[config.mk]
export PLATFORM = sky130hd
export DESIGN_NAME = umtrx_tx_vita_demux_flat
export DESIGN_NICKNAME = d
export VERILOG_FILES = /design/src/rtl/umtrx_tx_vita_demux_pkg.sv /design/src/rtl/umtrx_tx_vita_demux_if.sv /design/src/rtl/setting_reg.sv /design/src/rtl/umtrx_sat_counter.sv /design/src/rtl/umtrx_tx_vita_demux.sv /design/src/flat_wrapper.sv
export SDC_FILE = /design/constraint.sdc
export NUM_CORES = 1
export LEC_CHECK = 0
export BUFFER_PORTS_ARGS = -buffer_cell sky130_fd_sc_hd__buf_2
export CORE_MARGIN = 2
export CORE_UTILIZATION = 47
export DETAILED_ROUTE_END_ITERATION = 7
export PLACE_DENSITY = 0.89
export SETUP_SLACK_MARGIN = 0.05
export SLEW_MARGIN = 20
export SYNTH_ARGS = -nofsm -noshare
export SYNTH_HDL_FRONTEND = slang
export SYNTH_SLANG_ARGS = --single-unit
[constraint.sdc]
create_clock -name clk -period 4.15 [get_ports clk]
set_clock_uncertainty 0.2 [all_clocks]
set_input_delay 0.83 -clock clk [delete_from_list [all_inputs] [get_ports clk]]
set_output_delay 0.83 -clock clk [all_outputs]
set_load 0.005 [all_outputs]
[src/rtl/umtrx_tx_vita_demux_pkg.sv]
// Shared constants for the TX VITA demux: stream field positions and FSM encoding.
package umtrx_tx_vita_demux_pkg;

    localparam int TDATA_W = 36;
    localparam int SOF_BIT = 32;
    localparam int EOF_BIT = 33;
    localparam int OCC_MSB = 35;
    localparam int SID_LSB = 0;
    localparam int SID_W   = 16;
    localparam int SEL_W   = 2;

    typedef enum logic [1:0] {
        S_IDLE = 2'd0,
        S_FWD  = 2'd1,
        S_DROP = 2'd2
    } demux_state_t;

endpackage

[src/rtl/umtrx_tx_vita_demux_if.sv]
// Input stream plus NCHAN broadcast output streams of the TX VITA demux.
interface umtrx_tx_vita_demux_if #(parameter int NCHAN = 2);

    logic [35:0]         i_tdata;
    logic                i_tvalid;
    logic                i_tready;
    logic [36*NCHAN-1:0] o_tdata;
    logic [NCHAN-1:0]    o_tvalid;
    logic [NCHAN-1:0]    o_tready;

    modport master (
        output i_tdata, i_tvalid, o_tready,
        input  i_tready, o_tdata, o_tvalid
    );

    modport slave (
        input  i_tdata, i_tvalid, o_tready,
        output i_tready, o_tdata, o_tvalid
    );

endinterface

[src/rtl/setting_reg.sv]
// Settings-bus register: latches data when the strobe hits its address.
module setting_reg #(
    parameter int          my_addr  = 0,
    parameter int          awidth   = 8,
    parameter int          width    = 32,
    parameter logic [31:0] at_reset = '0
) (
    input  logic              clk,
    input  logic              rst,
    input  logic              strobe,
    input  logic [awidth-1:0] addr,
    input  logic [width-1:0]  in,
    output logic [width-1:0]  out
);

    always_ff @(posedge clk or posedge rst) begin
        if (rst)
            out <= at_reset[width-1:0];
        else if (strobe && (addr == awidth'(my_addr)))
            out <= in;
    end

endmodule

[src/rtl/umtrx_sat_counter.sv]
// 16-bit event counter that sticks at all-ones; synchronous clear beats increment.
module umtrx_sat_counter (
    input  logic        clk,
    input  logic        rst,
    input  logic        clr,
    input  logic        inc,
    output logic [15:0] count
);

    always_ff @(posedge clk or posedge rst) begin
        if (rst)
            count <= '0;
        else if (clr)
            count <= '0;
        else if (inc && (count != 16'hFFFF))
            count <= count + 16'd1;
    end

endmodule

[src/rtl/umtrx_tx_vita_demux.sv]
// Routes whole VITA packets from one input stream to one of NCHAN TX chains by SID.
//
//   state  | meaning
//   S_IDLE | between packets; SOF word decides forward / drop, stray words are frame errors
//   S_FWD  | passing the rest of a packet to chain sel with ready/valid straight through
//   S_DROP | swallowing the rest of an unroutable packet at one word per cycle
module umtrx_tx_vita_demux
    import umtrx_tx_vita_demux_pkg::*;
#(
    parameter int BASE  = 0,
    parameter int NCHAN = 2
) (
    input  logic                 clk,
    input  logic                 rst,
    input  logic                 set_stb,
    input  logic [7:0]           set_addr,
    input  logic [31:0]          set_data,
    umtrx_tx_vita_demux_if.slave bus,
    output logic [15:0]          drop_count,
    output logic [15:0]          frame_errs
);

    demux_state_t     st, nxt;
    logic [SEL_W-1:0] sel, sel_nxt, hit_idx;
    logic [19:0]      cfg;
    logic [15:0]      sid_base, sid;
    logic [3:0]       mask;
    logic             hit, sof, eof, tr_hit, tr_sel, rdy;
    logic             drop_inc, ferr_inc, cnt_clr;
    logic [NCHAN-1:0] vld;

    setting_reg #(.my_addr(BASE), .awidth(8), .width(20), .at_reset(32'd0)) u_cfg (
        .clk(clk), .rst(rst), .strobe(set_stb), .addr(set_addr),
        .in(set_data[19:0]), .out(cfg)
    );

    assign sid_base = cfg[15:0];
    assign mask     = cfg[19:16];
    assign cnt_clr  = set_stb && (set_addr == 8'(BASE + 1));
    assign sid      = bus.i_tdata[SID_LSB +: SID_W];
    assign sof      = bus.i_tdata[SOF_BIT];
    assign eof      = bus.i_tdata[EOF_BIT];

    // Bits above the routing fields and enables of non-existent chains are don't-care.
    logic unused_ok;
    assign unused_ok = &{1'b0, mask, set_data[31:20], bus.i_tdata[OCC_MSB -: 2]};

    always_comb begin
        hit     = 1'b0;
        hit_idx = '0;
        tr_hit  = 1'b0;
        tr_sel  = 1'b0;
        for (int k = NCHAN - 1; k >= 0; k--) begin
            if ((sid == sid_base + 16'(k)) && mask[k]) begin
                hit     = 1'b1;
                hit_idx = SEL_W'(k);
            end
        end
        for (int k = 0; k < NCHAN; k++) begin
            if (hit_idx == SEL_W'(k)) tr_hit = bus.o_tready[k];
            if (sel == SEL_W'(k))     tr_sel = bus.o_tready[k];
        end
    end

    always_ff @(posedge clk or posedge rst) begin
        if (rst) begin
            st  <= S_IDLE;
            sel <= '0;
        end else begin
            st  <= nxt;
            sel <= sel_nxt;
        end
    end

    always_comb begin
        nxt      = st;
        sel_nxt  = sel;
        rdy      = 1'b0;
        vld      = '0;
        drop_inc = 1'b0;
        ferr_inc = 1'b0;
        case (st)
            S_IDLE: begin
                if (!sof) begin
                    rdy      = 1'b1;
                    ferr_inc = bus.i_tvalid;
                end else if (hit) begin
                    for (int k = 0; k < NCHAN; k++)
                        if (hit_idx == SEL_W'(k)) vld[k] = bus.i_tvalid;
                    rdy = tr_hit;
                    if (bus.i_tvalid && tr_hit) begin
                        sel_nxt = hit_idx;
                        nxt     = eof ? S_IDLE : S_FWD;
                    end
                end else begin
                    rdy      = 1'b1;
                    drop_inc = bus.i_tvalid;
                    if (bus.i_tvalid) nxt = eof ? S_IDLE : S_DROP;
                end
            end
            S_FWD: begin
                for (int k = 0; k < NCHAN; k++)
                    if (sel == SEL_W'(k)) vld[k] = bus.i_tvalid;
                rdy = tr_sel;
                if (bus.i_tvalid && tr_sel && eof) nxt = S_IDLE;
            end
            S_DROP: begin
                rdy = 1'b1;
                if (bus.i_tvalid && eof) nxt = S_IDLE;
            end
            default: nxt = S_IDLE;
        endcase
        rdy = rdy & ~rst;
    end

    assign bus.i_tready = rdy;
    assign bus.o_tvalid = vld;
    assign bus.o_tdata  = {NCHAN{bus.i_tdata}};

    umtrx_sat_counter u_drop (
        .clk(clk), .rst(rst), .clr(cnt_clr), .inc(drop_inc), .count(drop_count)
    );

    umtrx_sat_counter u_ferr (
        .clk(clk), .rst(rst), .clr(cnt_clr), .inc(ferr_inc), .count(frame_errs)
    );

endmodule
[src/flat_wrapper.sv]
// flat-port wrapper written by rule: the top's interface ports become plain ports
module umtrx_tx_vita_demux_flat import umtrx_tx_vita_demux_pkg::*;
#(
    parameter int BASE  = 0,
    parameter int NCHAN = 2
)
  (clk, rst, set_stb, set_addr, set_data, drop_count, frame_errs, bus_i_tdata, bus_i_tvalid, bus_o_tready, bus_i_tready, bus_o_tdata, bus_o_tvalid);
  umtrx_tx_vita_demux_if #(.NCHAN(NCHAN)) bus_i ();
  input  logic clk;
  input  logic rst;
  input  logic set_stb;
  input  logic [7:0] set_addr;
  input  logic [31:0] set_data;
  output logic [15:0] drop_count;
  output logic [15:0] frame_errs;
  input wire logic [$bits(bus_i.i_tdata)-1:0] bus_i_tdata;
  input wire logic [$bits(bus_i.i_tvalid)-1:0] bus_i_tvalid;
  input wire logic [$bits(bus_i.o_tready)-1:0] bus_o_tready;
  output wire logic [$bits(bus_i.i_tready)-1:0] bus_i_tready;
  output wire logic [$bits(bus_i.o_tdata)-1:0] bus_o_tdata;
  output wire logic [$bits(bus_i.o_tvalid)-1:0] bus_o_tvalid;
  assign bus_i.i_tdata = bus_i_tdata;
  assign bus_i.i_tvalid = bus_i_tvalid;
  assign bus_i.o_tready = bus_o_tready;
  assign bus_i_tready = bus_i.i_tready;
  assign bus_o_tdata = bus_i.o_tdata;
  assign bus_o_tvalid = bus_i.o_tvalid;
  umtrx_tx_vita_demux #(.BASE(BASE), .NCHAN(NCHAN)) u_core (.clk(clk), .rst(rst), .set_stb(set_stb), .set_addr(set_addr), .set_data(set_data), .bus(bus_i), .drop_count(drop_count), .frame_errs(frame_errs));
endmodule
==> results by group <==
Critical path
  – Number of buffers and inverters on the critical path: 2
  – Critical path arrival: 2.85 ns
  – Cells traversed along the worst timing path: buf_2, xnor2_1, a22oi_1, a221oi_1, o211ai_1, nor4_4, nand3b_1, a21oi_1, buf_2
  – Startpoint kind of the worst setup timing path: input pin
  – Cell mode on critical path: buf_2
  – Kind of critical path: in -> out
  – Cell family with most CP delay: compound AO/OA/AOI/OAI gates
  – Highest fanout seen on the critical path: 5
  – Crit-path slowest cell: nor4_4
  – Type of element capturing the critical path: primary output
  – Data required, critical path: 3.12 ns
  – Highest cell delay on the worst timing path: 0.48 ns

Floorplan
  – Initial core utilization: 0.477
  – Die boundary height: 94.6 microns
  – Top Ports: 189
  – Total Die Area: 0.00895 sq mm
  – Floorplan core area: 0.00809 sq mm
  – Die outline width: 94.6 microns
  – Row cnt: 33

Place
  – IO buf count: 120
  – HPWL reported at the end of detailed placement: 6.69 mm
  – Cell total after placement: 554
  – Final GP Congestion: 0.919

Yosys
  – Area leader, netlist: dfrtp_1
  – Count of mapped cells out of synthesis: 415
  – Fraction of synthesized cell area taken by the top area cell type: 0.344
  – Warnings from Yosys: 0
  – Flop and latch count out of synthesis: 53
  – Netlist area before placement: 0.00386 sq mm
  – Share of synthesized area occupied by flip-flops and latches: 0.344
  – Primary flip-flop cell chosen by synthesis mapping: dfrtp_1
  – Mean cell area of the mapped netlist: 9.30 sq um
  – Post-synth cell types: 56
  – Number of enable-type register cells in the synthesized netlist: 0
  – Cell types with the largest area share after synthesis: dfrtp_1 34%, buf_4 14%, mux2_2 5.5%
  – Synthesized netlist net count: 500
  – FFs w/ async S/R, synth: 1.00

Clocking
  – Clk_lat worst skew: 0.30 ns
  – CTS tree: built
  – CTS sink count: 53
  – CTS clk-pin slew, worst paths: 0.09 ns
  – Setup Buffers After CTS: 0
  – Number of resized instances in the post-cts repair step: 0
  – Maximum number of buffers from clock root to sink: 2
  – Hold bufs inserted after CTS: 0
  – CTS HTree Levels: 2
  – Number of buffers created by CTS: 5
  – Root buffer cell: clkbuf_8

Global route
  – Aggregate global routing overflow: 0
  – Antenna violations before repair: 0
  – All-layer global routing usage: 0.203
  – Largest net degree at the start of global routing: 54
  – Number of global-route vias before repair: 3,130
  – Global-route wire length before repair: 14.5 mm

STA
  – Final-layout worst hold slack: 0.319 ns
  – Timing-limited maximum frequency: 258 MHz
  – Total count of max-transition violations in the final report: 0
  – Total negative slack for setup checks: 0 ns
  – Number of setup violations in the final report: 0
  – Slew at the pin closest to its max-slew limit: 0.907 ns
  – Final hold vios: 0
  – Remaining max-slew budget at the tightest pin: 0.395
  – Setup repair after global routing missed its margin: no
  – Final worst path period share: 0.935
  – Clock period minus worst slack: 3.88 ns

Finish
  – Non-filler cells in the finished layout: 562
  – Most frequent cells in the layout: 120 x buf_2, 53 x dfrtp_1, 24 x nor2_1, 22 x nand2_1, 20 x xor2_1
  – N_diodes: 0
  – Total Nets Final: 541
  – Ratio of cells with drive above 1 in the final layout: 0.354
  – Commonest non-fill, non-tap cell in the layout: buf_2
  – Number of filler cells placed in the layout: 785
  – Post-synthesis to final-layout area growth: 6.16%

Job
  – Max capacitance violation total: 0

Drt
  – Via count: 3,261
  – Residual antenna-violating net count after detailed routing: 0
  – Final routed wire length divided by cell count: 16.0 microns
  – Final wirelength: 8.98 mm
  – Initial DRC count: 191
  – DR DRC count: 0
  – Detailed-routing iteration count for the pre-antenna-repair pass: 4
  – Vias per Instance: 5.80

Power
  – Leakage power of the design: 0.00191 uW
  – Max rail drop VDD: 0.000324 V
  – Pwr Density: 313 mW/mm^2

Status
  – Status: finished clean

Hold path
  – Type of the most critical hold path: reg -> reg
==> cell families after synthesis <==
kind of cell	after synthesis	synth area share
flip-flops	53	0.344
multiplexers	20	0.0580
AND/OR/NAND/NOR	146	0.225
AO/OA/AOI/OAI	57	0.104
adder cells (fa/ha/maj)	3	0.00973
buffers and inverters	99	0.176
XOR/XNOR	37	0.0840
==> cells in the mapped netlist, types with 2 or more instances <==
cell / number
buf_6: 2
or4_1: 12
o21a_1: 2
clkbuf_1: 9
dfrtp_1: 53
inv_1: 8
mux2_2: 19
o41ai_1: 2
nor2b_1: 3
buf_2: 6
a21oi_1: 18
nand4_1: 18
nand2b_1: 3
and4_1: 5
o211ai_1: 2
xnor2_1: 17
o31ai_1: 11
nor2_1: 24
nor3b_1: 4
buf_4: 73
ha_1: 3
nor3_1: 7
and3_1: 9
o21ai_0: 7
nand3_1: 14
xor2_1: 20
nand3b_1: 4
nor4b_1: 3
a21oi_2: 2
nand2_1: 22
or3_1: 4
nor4_1: 5
==> path summary, 6_finish.rpt <==
check | start | cells past startpoint | to | slack, ns
min | u_core.u_cfg.out[16] | 1 | u_core.u_cfg.out[16] | 0.32
max reg2reg | u_core.u_cfg.out[7] | 8 | u_core.u_drop.count[4] | 1.08
max in group asynchronous | rst | 2 | u_core.u_cfg.out[7] | 2.71
max | bus_i_tdata[10] | 9 | bus_o_tvalid[1] | 0.27
min reg2reg | u_core.u_cfg.out[16] | 1 | u_core.u_cfg.out[16] | 0.32
min in group asynchronous | rst | 2 | u_core.st[1] | 0.50
==> routing by layer <==
layer	track usage	up-vias	wire [microns]
li1	-	1504	-
met1	0.247	1578	3610
met2	0.361	156	4560
met3	0.0367	23	624
met4	0.0725	0	189
met5	0	-	0
==> sequential cells by signal, indices dropped and copies added, names as in the netlist <==
signal               flops
u_core.u_drop.count     16
u_core.st                2
u_core.u_cfg.out        18
u_core.sel               1
u_core.u_ferr.count     16
==> where the power goes <==
part / total [uW] / internal (uW) / switching [uW]
clock: 360 / 197 / 163
sequential: 647 / 571 / 76.2
combinational: 273 / 134 / 139
total: 1280 / 902 / 379
==> area by class of cell <==
cell class              instances  area [sq um]  share of cell area
multi-input cells             263          1850               0.453
flip-flops and latches         53          1330               0.324
repair buffers                125           638               0.156
well taps                     105           131              0.0321
clock buffers                   7          86.3              0.0211
inverters                       8          31.3             0.00763
clock inverters                 1          30.0             0.00733
==> through the flow <==
step | power, uW | util | setup WS, ns | instance area [sq um]
floorplan | 846 | - | 0.609 | 3860
global placement | 917 | 0.492 | 0.314 | 3980
detailed placement | 931 | 0.492 | 0.299 | 3980
CTS | 1300 | 0.506 | 0.264 | 4100
global route | 1360 | 0.506 | 0.0753 | 4100
finish | 1280 | 0.506 | 0.270 | 4100
No activity file was read; power rests on OpenSTA's default activity.
